==> config.mk <==
export PLATFORM = sky130hd
export DESIGN_NAME = nand_three_exerciser
export DESIGN_NICKNAME = d
export VERILOG_FILES = /design/src/rtl/nand_gates_pkg.sv /design/src/rtl/nand_three_exerciser.sv
export SDC_FILE = /design/constraint.sdc
export NUM_CORES = 1
export LEC_CHECK = 0
export ABC_AREA = 1
export CORE_UTILIZATION = 35
export CTS_BUF_LIST = sky130_fd_sc_hd__clkbuf_8
export DETAILED_ROUTE_END_ITERATION = 7
export GPL_ROUTABILITY_DRIVEN = 0
export PLACE_DENSITY = 0.72
export SLEW_MARGIN = 20
export SYNTH_ARGS = -nofsm -noshare
export SYNTH_HDL_FRONTEND = slang
export SYNTH_SLANG_ARGS = --single-unit
==> constraint.sdc <==
create_clock -name clk -period 1.35 [get_ports clk]
set_input_delay 0.405 -clock clk [delete_from_list [all_inputs] [get_ports clk]]
set_output_delay 0.405 -clock clk [all_outputs]
set_load 0.03 [all_outputs]
==> src/rtl/nand_gates_pkg.sv <==
// -----------------------------------------------------------------------------
// nand_gates_pkg
//
// Purpose:
//   Shared definitions for the nand_three bring-up exerciser: sweep FSM state
//   encoding, vector-space constants and the golden three-input NAND function
//   that each sampled Y is checked against.
//
// Contents:
//   NUM_VECTORS    number of input combinations in one sweep (2^VEC_W)
//   VEC_W          width of the {a,b,c} stimulus vector
//   state_t        exerciser FSM states
//   nand3_expected golden Y for a given {a,b,c} vector
// -----------------------------------------------------------------------------
package nand_gates_pkg;

    localparam int unsigned VEC_W       = 3;
    localparam int unsigned NUM_VECTORS = 1 << VEC_W;

    // Last vector of a sweep; reaching it in SAMPLE ends the sweep.
    localparam logic [VEC_W-1:0] VEC_LAST = VEC_W'(NUM_VECTORS - 1);

    typedef enum logic [1:0] {
        StIdle   = 2'd0,
        StSettle = 2'd1,
        StSample = 2'd2,
        StDone   = 2'd3
    } state_t;

    // Golden model of nand_three: Y = ~(A & B & C), vec = {A, B, C}.
    function automatic logic nand3_expected(input logic [VEC_W-1:0] vec);
        return ~(&vec);
    endfunction

endpackage

==> src/rtl/nand_three_exerciser.sv <==
// -----------------------------------------------------------------------------
// nand_three_exerciser
//
// Purpose:
//   Self-checking stimulus stage for a single nand_three gate, used during
//   hardware bring-up where no simulator monitor exists. On a start request it
//   walks {a,b,c} through all eight combinations, holds each one for
//   SETTLE_CYCLES clocks, samples y for one clock and compares it with the
//   golden NAND value. At the end of the sweep it pulses done and leaves a
//   pass flag, a saturating mismatch count and the first failing vector on
//   its outputs until the next accepted start.
//
// Parameters:
//   SETTLE_CYCLES  clocks each vector is held before y is sampled (>= 1)
//   ERR_W          width of the saturating mismatch counter
//
// Ports:
//   clk         in   1      system clock, rising edge
//   rst_n       in   1      asynchronous active-low reset
//   start       in   1      one-cycle sweep request, honoured only when idle
//   a           out  1      drive to nand_three A (vector bit 2, MSB)
//   b           out  1      drive to nand_three B (vector bit 1)
//   c           out  1      drive to nand_three C (vector bit 0, LSB)
//   y           in   1      nand_three Y, combinational from a/b/c
//   busy        out  1      high while a sweep is in progress
//   done        out  1      one-cycle pulse at end of sweep
//   pass        out  1      last completed sweep had zero mismatches
//   err_count   out  ERR_W  mismatches in the last or current sweep, saturating
//   fail_valid  out  1      at least one mismatch in the current or last sweep
//   fail_vec    out  3      {a,b,c} of the first mismatching vector
// -----------------------------------------------------------------------------
module nand_three_exerciser
    import nand_gates_pkg::*;
#(
    parameter int unsigned SETTLE_CYCLES = 2,
    parameter int unsigned ERR_W         = 4
) (
    input  logic             clk,
    input  logic             rst_n,
    input  logic             start,
    output logic             a,
    output logic             b,
    output logic             c,
    input  logic             y,
    output logic             busy,
    output logic             done,
    output logic             pass,
    output logic [ERR_W-1:0] err_count,
    output logic             fail_valid,
    output logic [VEC_W-1:0] fail_vec
);

    // The settle counter counts up to SETTLE_CYCLES inclusive on the last
    // settle cycle, so it needs room for that value.
    localparam int unsigned CNT_W = (SETTLE_CYCLES > 1) ? $clog2(SETTLE_CYCLES + 1) : 1;

    localparam logic [CNT_W-1:0] SETTLE_LAST = CNT_W'(SETTLE_CYCLES - 1);
    localparam logic [ERR_W-1:0] ERR_ONE     = ERR_W'(1);

    // -------------------------------------------------------------------------
    // State and output registers
    // -------------------------------------------------------------------------
    state_t             r_state;
    logic [VEC_W-1:0]   r_vec;
    logic [CNT_W-1:0]   r_settle;
    logic               r_busy;
    logic               r_done;
    logic               r_pass;
    logic [ERR_W-1:0]   r_err;
    logic               r_fail_valid;
    logic [VEC_W-1:0]   r_fail_vec;

    // Next-state values
    state_t             w_state_nxt;
    logic [VEC_W-1:0]   w_vec_nxt;
    logic [CNT_W-1:0]   w_settle_nxt;
    logic               w_busy_nxt;
    logic               w_done_nxt;
    logic               w_pass_nxt;
    logic [ERR_W-1:0]   w_err_nxt;
    logic               w_fail_valid_nxt;
    logic [VEC_W-1:0]   w_fail_vec_nxt;

    // Sample-time helpers
    logic               w_mismatch;
    logic               w_err_sat;

    assign w_mismatch = (y != nand3_expected(r_vec));
    assign w_err_sat  = &r_err;

    // -------------------------------------------------------------------------
    // Next-state logic
    // -------------------------------------------------------------------------
    always_comb begin
        w_state_nxt      = r_state;
        w_vec_nxt        = r_vec;
        w_settle_nxt     = r_settle;
        w_pass_nxt       = r_pass;
        w_err_nxt        = r_err;
        w_fail_valid_nxt = r_fail_valid;
        w_fail_vec_nxt   = r_fail_vec;

        unique case (r_state)
            StIdle: begin
                if (start) begin
                    // Results of the previous sweep are dropped only here, so
                    // they stay readable for as long as the exerciser is idle.
                    w_err_nxt        = '0;
                    w_fail_valid_nxt = 1'b0;
                    w_fail_vec_nxt   = '0;
                    w_pass_nxt       = 1'b0;
                    w_vec_nxt        = '0;
                    w_settle_nxt     = '0;
                    w_state_nxt      = StSettle;
                end
            end

            StSettle: begin
                w_settle_nxt = r_settle + CNT_W'(1);
                if (r_settle == SETTLE_LAST) begin
                    w_state_nxt = StSample;
                end
            end

            StSample: begin
                if (w_mismatch) begin
                    if (!w_err_sat) begin
                        w_err_nxt = r_err + ERR_ONE;
                    end
                    // Only the first failure of the sweep is recorded.
                    if (!r_fail_valid) begin
                        w_fail_vec_nxt   = r_vec;
                        w_fail_valid_nxt = 1'b1;
                    end
                end

                if (r_vec == VEC_LAST) begin
                    w_state_nxt = StDone;
                end else begin
                    w_vec_nxt    = r_vec + VEC_W'(1);
                    w_settle_nxt = '0;
                    w_state_nxt  = StSettle;
                end
            end

            StDone: begin
                // fail_valid already includes the vec 7 sample taken in the
                // preceding SAMPLE cycle.
                w_pass_nxt  = ~r_fail_valid;
                w_vec_nxt   = '0;
                w_state_nxt = StIdle;
            end

            default: begin
                w_state_nxt = StIdle;
            end
        endcase

        // busy/done are registered copies of the state being entered, so they
        // line up with the state rather than lagging it by a cycle.
        w_busy_nxt = (w_state_nxt == StSettle) || (w_state_nxt == StSample);
        w_done_nxt = (w_state_nxt == StDone);
    end

    // -------------------------------------------------------------------------
    // State register
    // -------------------------------------------------------------------------
    always_ff @(posedge clk or negedge rst_n) begin
        if (!rst_n) begin
            r_state      <= StIdle;
            r_vec        <= '0;
            r_settle     <= '0;
            r_busy       <= 1'b0;
            r_done       <= 1'b0;
            r_pass       <= 1'b0;
            r_err        <= '0;
            r_fail_valid <= 1'b0;
            r_fail_vec   <= '0;
        end else begin
            r_state      <= w_state_nxt;
            r_vec        <= w_vec_nxt;
            r_settle     <= w_settle_nxt;
            r_busy       <= w_busy_nxt;
            r_done       <= w_done_nxt;
            r_pass       <= w_pass_nxt;
            r_err        <= w_err_nxt;
            r_fail_valid <= w_fail_valid_nxt;
            r_fail_vec   <= w_fail_vec_nxt;
        end
    end

    // -------------------------------------------------------------------------
    // Outputs
    // -------------------------------------------------------------------------
    assign a          = r_vec[2];
    assign b          = r_vec[1];
    assign c          = r_vec[0];
    assign busy       = r_busy;
    assign done       = r_done;
    assign pass       = r_pass;
    assign err_count  = r_err;
    assign fail_valid = r_fail_valid;
    assign fail_vec   = r_fail_vec;

endmodule

==> impl_metrics.env, run 1 <==
export IMPL_muxShareOfSynthArea=0
export IMPL_status="finished, violations left"
export IMPL_num_fill_cells=231
export IMPL_finalWirelength_um=2050
export IMPL_ir_drop_v=0.00122
export IMPL_drv_slew=0
export IMPL_fp_row_count=18
export IMPL_ant_nets=0
export IMPL_cp_end_kind="primary output"
export IMPL_ys_seq_area_frac=0.475
export IMPL_r2r_end="fail_vec[1]"
export IMPL_syn2layout_area_growth_pct=45.5
export IMPL_grt_overflow=0
export IMPL_pwr_density_cell_nw_per_um2=1830
export IMPL_n_antenna_cell=0
export IMPL_drt_iter0_drc=18
export IMPL_ys_ff_latch=18
export IMPL_fmax_mhz=726
export IMPL_holdCritPathClass="input port to async pin"
export IMPL_wl_per_cell_um=11.8
export IMPL_grt_pass1_vias=793
export IMPL_root_buffer="clkbuf_8"
export IMPL_initial_core_util=0.376
export IMPL_syn_area_um2=948
export IMPL_final_cell_mix="nand2_1 (31), buf_4 (20), dfrtp_1 (14)"
export IMPL_hold_viol=0
export IMPL_die_area_um2=2920
export IMPL_slew_headroom=0.786
export IMPL_rsz0062_at_grt="yes"
export IMPL_grt_pass1_wl_um=3460
export IMPL_ctsHoldBuffers=0
export IMPL_firstDrtPassIters=4
export IMPL_final_cells=174
export IMPL_synth_compound_area_frac=0.0818
export IMPL_io_buffer_count=17
export IMPL_start_kind="flip-flop"
export IMPL_synth_distinct_cells=18
export IMPL_syn_area_per_cell_um2=8.62
export IMPL_core_um2=2520
export IMPL_die_width_um=54.1
export IMPL_cts_buffer_depth=2
export IMPL_synth_nets=119
export IMPL_finalCoreUtilization=0.547
export IMPL_grt_max_degree=19
export IMPL_synthSimpleGateAreaFrac=0.326
export IMPL_ios=18
export IMPL_path_clk_slew_ns=0.07
export IMPL_crit_required_ns=0.95
export IMPL_critPathMaxFanout=4
export IMPL_final_common_cell="nand2_1"
export IMPL_finalSetupViolations=5
export IMPL_crit_type="flip-flop to primary output"
export IMPL_clock_latency_ns=0.25
export IMPL_clock_sinks=18
export IMPL_period_share=1.02
export IMPL_violations="setup timing"
export IMPL_vias=817
export IMPL_cp_arrival_ns=0.97
export IMPL_grtUsageTotal=0.170
export IMPL_die_h_um=54.1
export IMPL_r2r_start="r_vec[0]"
export IMPL_fin_ws_ns=-0.0269
export IMPL_antenna_found_initial=0
export IMPL_htreeDepth=1
export IMPL_synth_top_family_by_area="simple AND/OR/NAND/NOR gates"
export IMPL_dp_cells=168
export IMPL_drc=0
export IMPL_worstMarginPinSlew_ns=0.317
export IMPL_r2r_cells=8
export IMPL_ys_warn_count=0
export IMPL_fin_crit_ns=1.38
export IMPL_yosys_area_share_adder=0.0660
export IMPL_p_leak_nw=0.696
export IMPL_finClkSkew_ns=0.00469
export IMPL_fin_hold_ws_ns=0.474
export IMPL_post_dp_hpwl_um=1500
export IMPL_synthXorXnorAreaFrac=0
export IMPL_r2r_setup_slack_ns=-0.01
export IMPL_cts_buffers=3
export IMPL_fin_nets=154
export IMPL_cts_tree="yes"
export IMPL_finalPower_w=0.00253
export IMPL_drive_above_1_share=0.417
export IMPL_syn_inst=110
export IMPL_via_per_inst=4.70
export IMPL_drv_cap=0
logic make-up (layout without fill, tap and decap cells):
| kind of cell | Yosys count | count (layout) |
|---|---|---|
| compound gates | 14 | 14 |
| flops | 18 | 18 |
| fa+ha+maj | 5 | 5 |
| simple gates | 62 | 62 |
| buf+inv | 11 | 45 |
worst max-delay path, cell delays in order, from the launching register on:
cell     delay, ns
dfrtp_2       0.43
buf_4         0.16
buf_6         0.13
synth_stat cells:
| master | instances | area share |
|---|---|---|
| nor2_4 | 1 | 0.012 |
| buf_6 | 1 | 0.012 |
| nand3_4 | 1 | 0.018 |
| a21oi_1 | 2 | 0.011 |
| o21ai_0 | 5 | 0.026 |
| inv_2 | 2 | 0.0079 |
| nand2_1 | 36 | 0.14 |
| nand4_1 | 2 | 0.013 |
| o21ai_2 | 2 | 0.018 |
| nand2_4 | 3 | 0.036 |
| dfrtp_1 | 18 | 0.47 |
| ha_1 | 5 | 0.066 |
| nand3_1 | 5 | 0.026 |
| o21ai_1 | 5 | 0.026 |
| nand3_2 | 3 | 0.032 |
| nor2_1 | 10 | 0.040 |
| inv_1 | 8 | 0.032 |
| nor2_2 | 1 | 0.0066 |
stage by stage:
stage,setup TNS (ns),setup slack [ns],instance area (um^2)
2_1_floorplan,-0.326,-0.0484,993
3_3_place_gp,-2.16,-0.221,1260
3_5_place_dp,-2.53,-0.255,1260
4_1_cts,-0.0615,-0.0308,1340
5_1_grt,-0.627,-0.0818,1380
6_report,-0.0579,-0.0269,1380
worst max-delay path by stage:
| stage | endpoint | start | slack [ns] | depth (start not counted) |
|---|---|---|---|---|
| after detailed placement | busy | start | -0.26 | 6 |
| final | c | r_vec[0] | -0.03 | 2 |
| after floorplan | err_count[2] | r_vec[0] | -0.05 | 8 |
| after global placement | busy | start | -0.22 | 6 |
| after global routing | err_count[3] | r_vec[0] | -0.08 | 8 |
| after CTS | c | r_vec[0] | -0.03 | 2 |
area by class of cell:
| class | count | area [um^2] | share of cell area |
|---|---|---|---|
| Multi-Input combinational cell | 81 | 523 | 0.379 |
| Tap cell | 30 | 37.5 | 0.0272 |
| Inverter | 10 | 40.0 | 0.0290 |
| Clock buffer | 3 | 41.3 | 0.0299 |
| Timing Repair Buffer | 31 | 279 | 0.202 |
| Sequential cell | 18 | 455 | 0.330 |
| Clock inverter | 1 | 3.75 | 0.00272 |
sequential cells by signal (all words and copies together), names as in the netlist:
register    cells
r_settle        2
r_state         2
fail_vec        3
done            1
busy            1
pass            1
fail_valid      1
err_count       4
r_vec           3
power breakdown:
group | internal, W | leakage (nW) | switching, W
clock network | 0.000202 | 0.0269 | 0.000178
registers | 0.000697 | 0.233 | 0.000143
logic | 0.000551 | 0.436 | 0.000761
routing by layer:
metal / wire (um) / global-route usage / part of all wire / vias up
met1: 923 / 0.202 / 0.45 / 382
met2: 1060 / 0.292 / 0.52 / 10
met3: 60 / 0.0565 / 0.029 / 0
met4: 0 / 0.0385 / 0 / 0
li1: - / - / - / 425
met5: 0 / 0 / 0 / -
repair_timing:
item / CTS / global route
endpoints found under the hold margin: 0 / 0
setup buffers: 1 / 1
endpoints found under the setup margin: 8 / 13
resized for setup: 9 / 9
Power figures use the tool's default switching activity.
==> run 2, diff against run 1 <==
- PLACE_DENSITY: 0.72 -> 0.69
- clock period: 1.35 -> 1.5 ns (I/O delays scaled with it)
==> impl_metrics.env, run 2 (synthesis results as in run 1) <==
export IMPL_status="completed"
export IMPL_pwr_share_comb=0.482
export IMPL_cp_arrival_ns=1.00
export IMPL_fmax_mhz=689
export IMPL_largest_reg_flops=4
export IMPL_htreeDepth=1
export IMPL_worstMarginPinSlew_ns=0.313
export IMPL_holdCritPathClass="flip-flop to flip-flop"
export IMPL_worstSetupEndpoint="fail_vec[2]"
export IMPL_fin_crit_ns=1.45
export IMPL_r2r_cells=8
export IMPL_vias=813
export IMPL_cts_buffers=3
export IMPL_num_fill_cells=242
export IMPL_root_buffer="clkbuf_8"
export IMPL_n_antenna_cell=0
export IMPL_syn2layout_area_growth_pct=33.8
export IMPL_hold_viol=0
export IMPL_slowest_delay_ns=0.41
export IMPL_drc=0
export IMPL_dp_cells=166
export IMPL_grt_max_degree=19
export IMPL_r2r_start="r_vec[1]"
export IMPL_slew_headroom=0.792
export IMPL_fin_hold_ws_ns=0.492
export IMPL_drt_iter0_drc=10
export IMPL_grt_overflow=0
export IMPL_crit_family="buffers and inverters"
export IMPL_pwr_share_seq=0.358
export IMPL_p_int_w=0.00120
export IMPL_drv_slew=0
export IMPL_cp_end_kind="primary output"
export IMPL_die_width_um=54.1
export IMPL_grt_pass1_vias=762
export IMPL_path_depth=1
export IMPL_clockPowerShare=0.160
export IMPL_finalSetupViolations=0
export IMPL_firstDrtPassIters=5
export IMPL_drv_cap=0
export IMPL_initial_core_util=0.376
export IMPL_critPathBufInv=1
export IMPL_p_leak_nw=0.668
export IMPL_cts_buffer_depth=2
export IMPL_clock_latency_ns=0.25
export IMPL_ant_nets=0
export IMPL_drive_above_1_share=0.293
export IMPL_p_sw_w=0.000884
export IMPL_crit_slowest_cell="dlygate4sd2_1"
export IMPL_via_per_inst=4.78
export IMPL_die_area_um2=2920
export IMPL_cts_tree="yes"
export IMPL_critPathMaxFanout=2
export IMPL_fp_row_count=18
export IMPL_final_common_cell="nand2_1"
export IMPL_crit_required_ns=1.05
export IMPL_power_switching_fraction=0.424
export IMPL_die_h_um=54.1
export IMPL_wl_per_cell_um=10.4
export IMPL_multi_input_area_um2=477
export IMPL_ir_drop_v=0.00104
export IMPL_start_kind="flip-flop"
export IMPL_period_share=0.968
export IMPL_crit_start="fail_vec[2]"
export IMPL_antenna_found_initial=0
export IMPL_final_cells=170
export IMPL_ctsHoldBuffers=0
export IMPL_grt_pass1_wl_um=3150
export IMPL_rsz0062_at_grt="no"
export IMPL_post_dp_hpwl_um=1380
export IMPL_r2r_setup_slack_ns=0.12
export IMPL_io_buffer_count=17
export IMPL_finClkSkew_ns=0.000915
export IMPL_path_cells="dlygate4sd2_1"
export IMPL_finalWirelength_um=1760
export IMPL_pwr_density_cell_nw_per_um2=1640
export IMPL_final_cell_mix="nand2_1 (36), buf_4 (18), dfrtp_1 (16)"
export IMPL_grtUsageTotal=0.150
export IMPL_core_um2=2520
export IMPL_path_clk_slew_ns=0.07
export IMPL_crit_type="flip-flop to primary output"
export IMPL_clock_sinks=18
export IMPL_r2r_end="err_count[3]"
export IMPL_ff_latch_area_um2=453
export IMPL_fin_nets=150
export IMPL_ios=18
run 2: changes by cell type in the layout (fill, tap and decap cells not counted), sizes merged:
cell / previous run / this run
buf: 28 / 18
clkdlybuf4s15: 0 / 1
dlygate4sd2: 0 / 5
run 2: metrics by stage:
step           setup TNS, ns  total power (W)   util  worst slack, ns  instance area [um^2]
6_report                   0          0.00208  0.503           0.0484                  1270
2_1_floorplan              0          0.00138      -          0.00242                   953
3_3_place_gp          -0.674          0.00174  0.478           -0.102                  1200
3_5_place_dp          -0.857          0.00176  0.478           -0.127                  1200
5_1_grt                    0          0.00227  0.503          0.00391                  1270
4_1_cts                    0          0.00207  0.493           0.0352                  1240
run 2: power by group through the flow:
stage / registers (W) / logic (W) / clock network (W)
6_report: 0.000745 / 0.00100 / 0.000334
5_1_grt: 0.000770 / 0.00113 / 0.000372
4_1_cts: 0.000744 / 0.000981 / 0.000344
3_5_place_dp: 0.000753 / 0.00101 / 0
3_3_place_gp: 0.000751 / 0.000984 / 0
2_1_floorplan: 0.000903 / 0.000481 / 0
run 2: layout make-up:
class | count | area share
Multi-Input combinational cell | 81 | 0.376
Tap cell | 30 | 0.0296
Timing Repair Buffer | 27 | 0.173
Clock buffer | 3 | 0.0325
Inverter | 10 | 0.0296
Clock inverter | 1 | 0.00296
Sequential cell | 18 | 0.357
run 2: per-layer routing:
metal  part of all wire  vias to the layer above  track usage
met5                  0                        -            0
met4                  0                        0       0.0385
met3              0.032                        0       0.0424
met2               0.48                       11        0.243
met1               0.49                      386        0.197
li1                   -                      416            -
run 2: worst min path at each step:
| stage | depth (start not counted) | from | end |
|---|---|---|---|
| 6_report | 2 | fail_vec[2] | fail_vec[2] |
| 5_1_grt | 2 | fail_vec[2] | fail_vec[2] |
| 4_1_cts | 2 | fail_vec[2] | fail_vec[2] |
| 3_5_place_dp | 2 | fail_vec[2] | fail_vec[2] |
| 3_3_place_gp | 2 | r_settle[1] | r_settle[1] |
| 2_1_floorplan | 0 | rst_n | busy |
run 2: what timing repair did:
item	4_1_cts	5_1_grt
pin swaps	0	1
setup buffers	0	0
hold endpoints to repair	0	0
resized for setup	6	6
endpoints found under the setup margin	6	8
cloned	0	0
run 2: worst reg2reg max path, stage by stage, from the launching register on:
cell	delay (ns)
dfrtp_2	0.40
ha_2	0.20
ha_4	0.17
inv_2	0.05
nand2_1	0.07
nand3_4	0.13
nand3_2	0.13
nand2_1	0.08
nand2_1	0.05
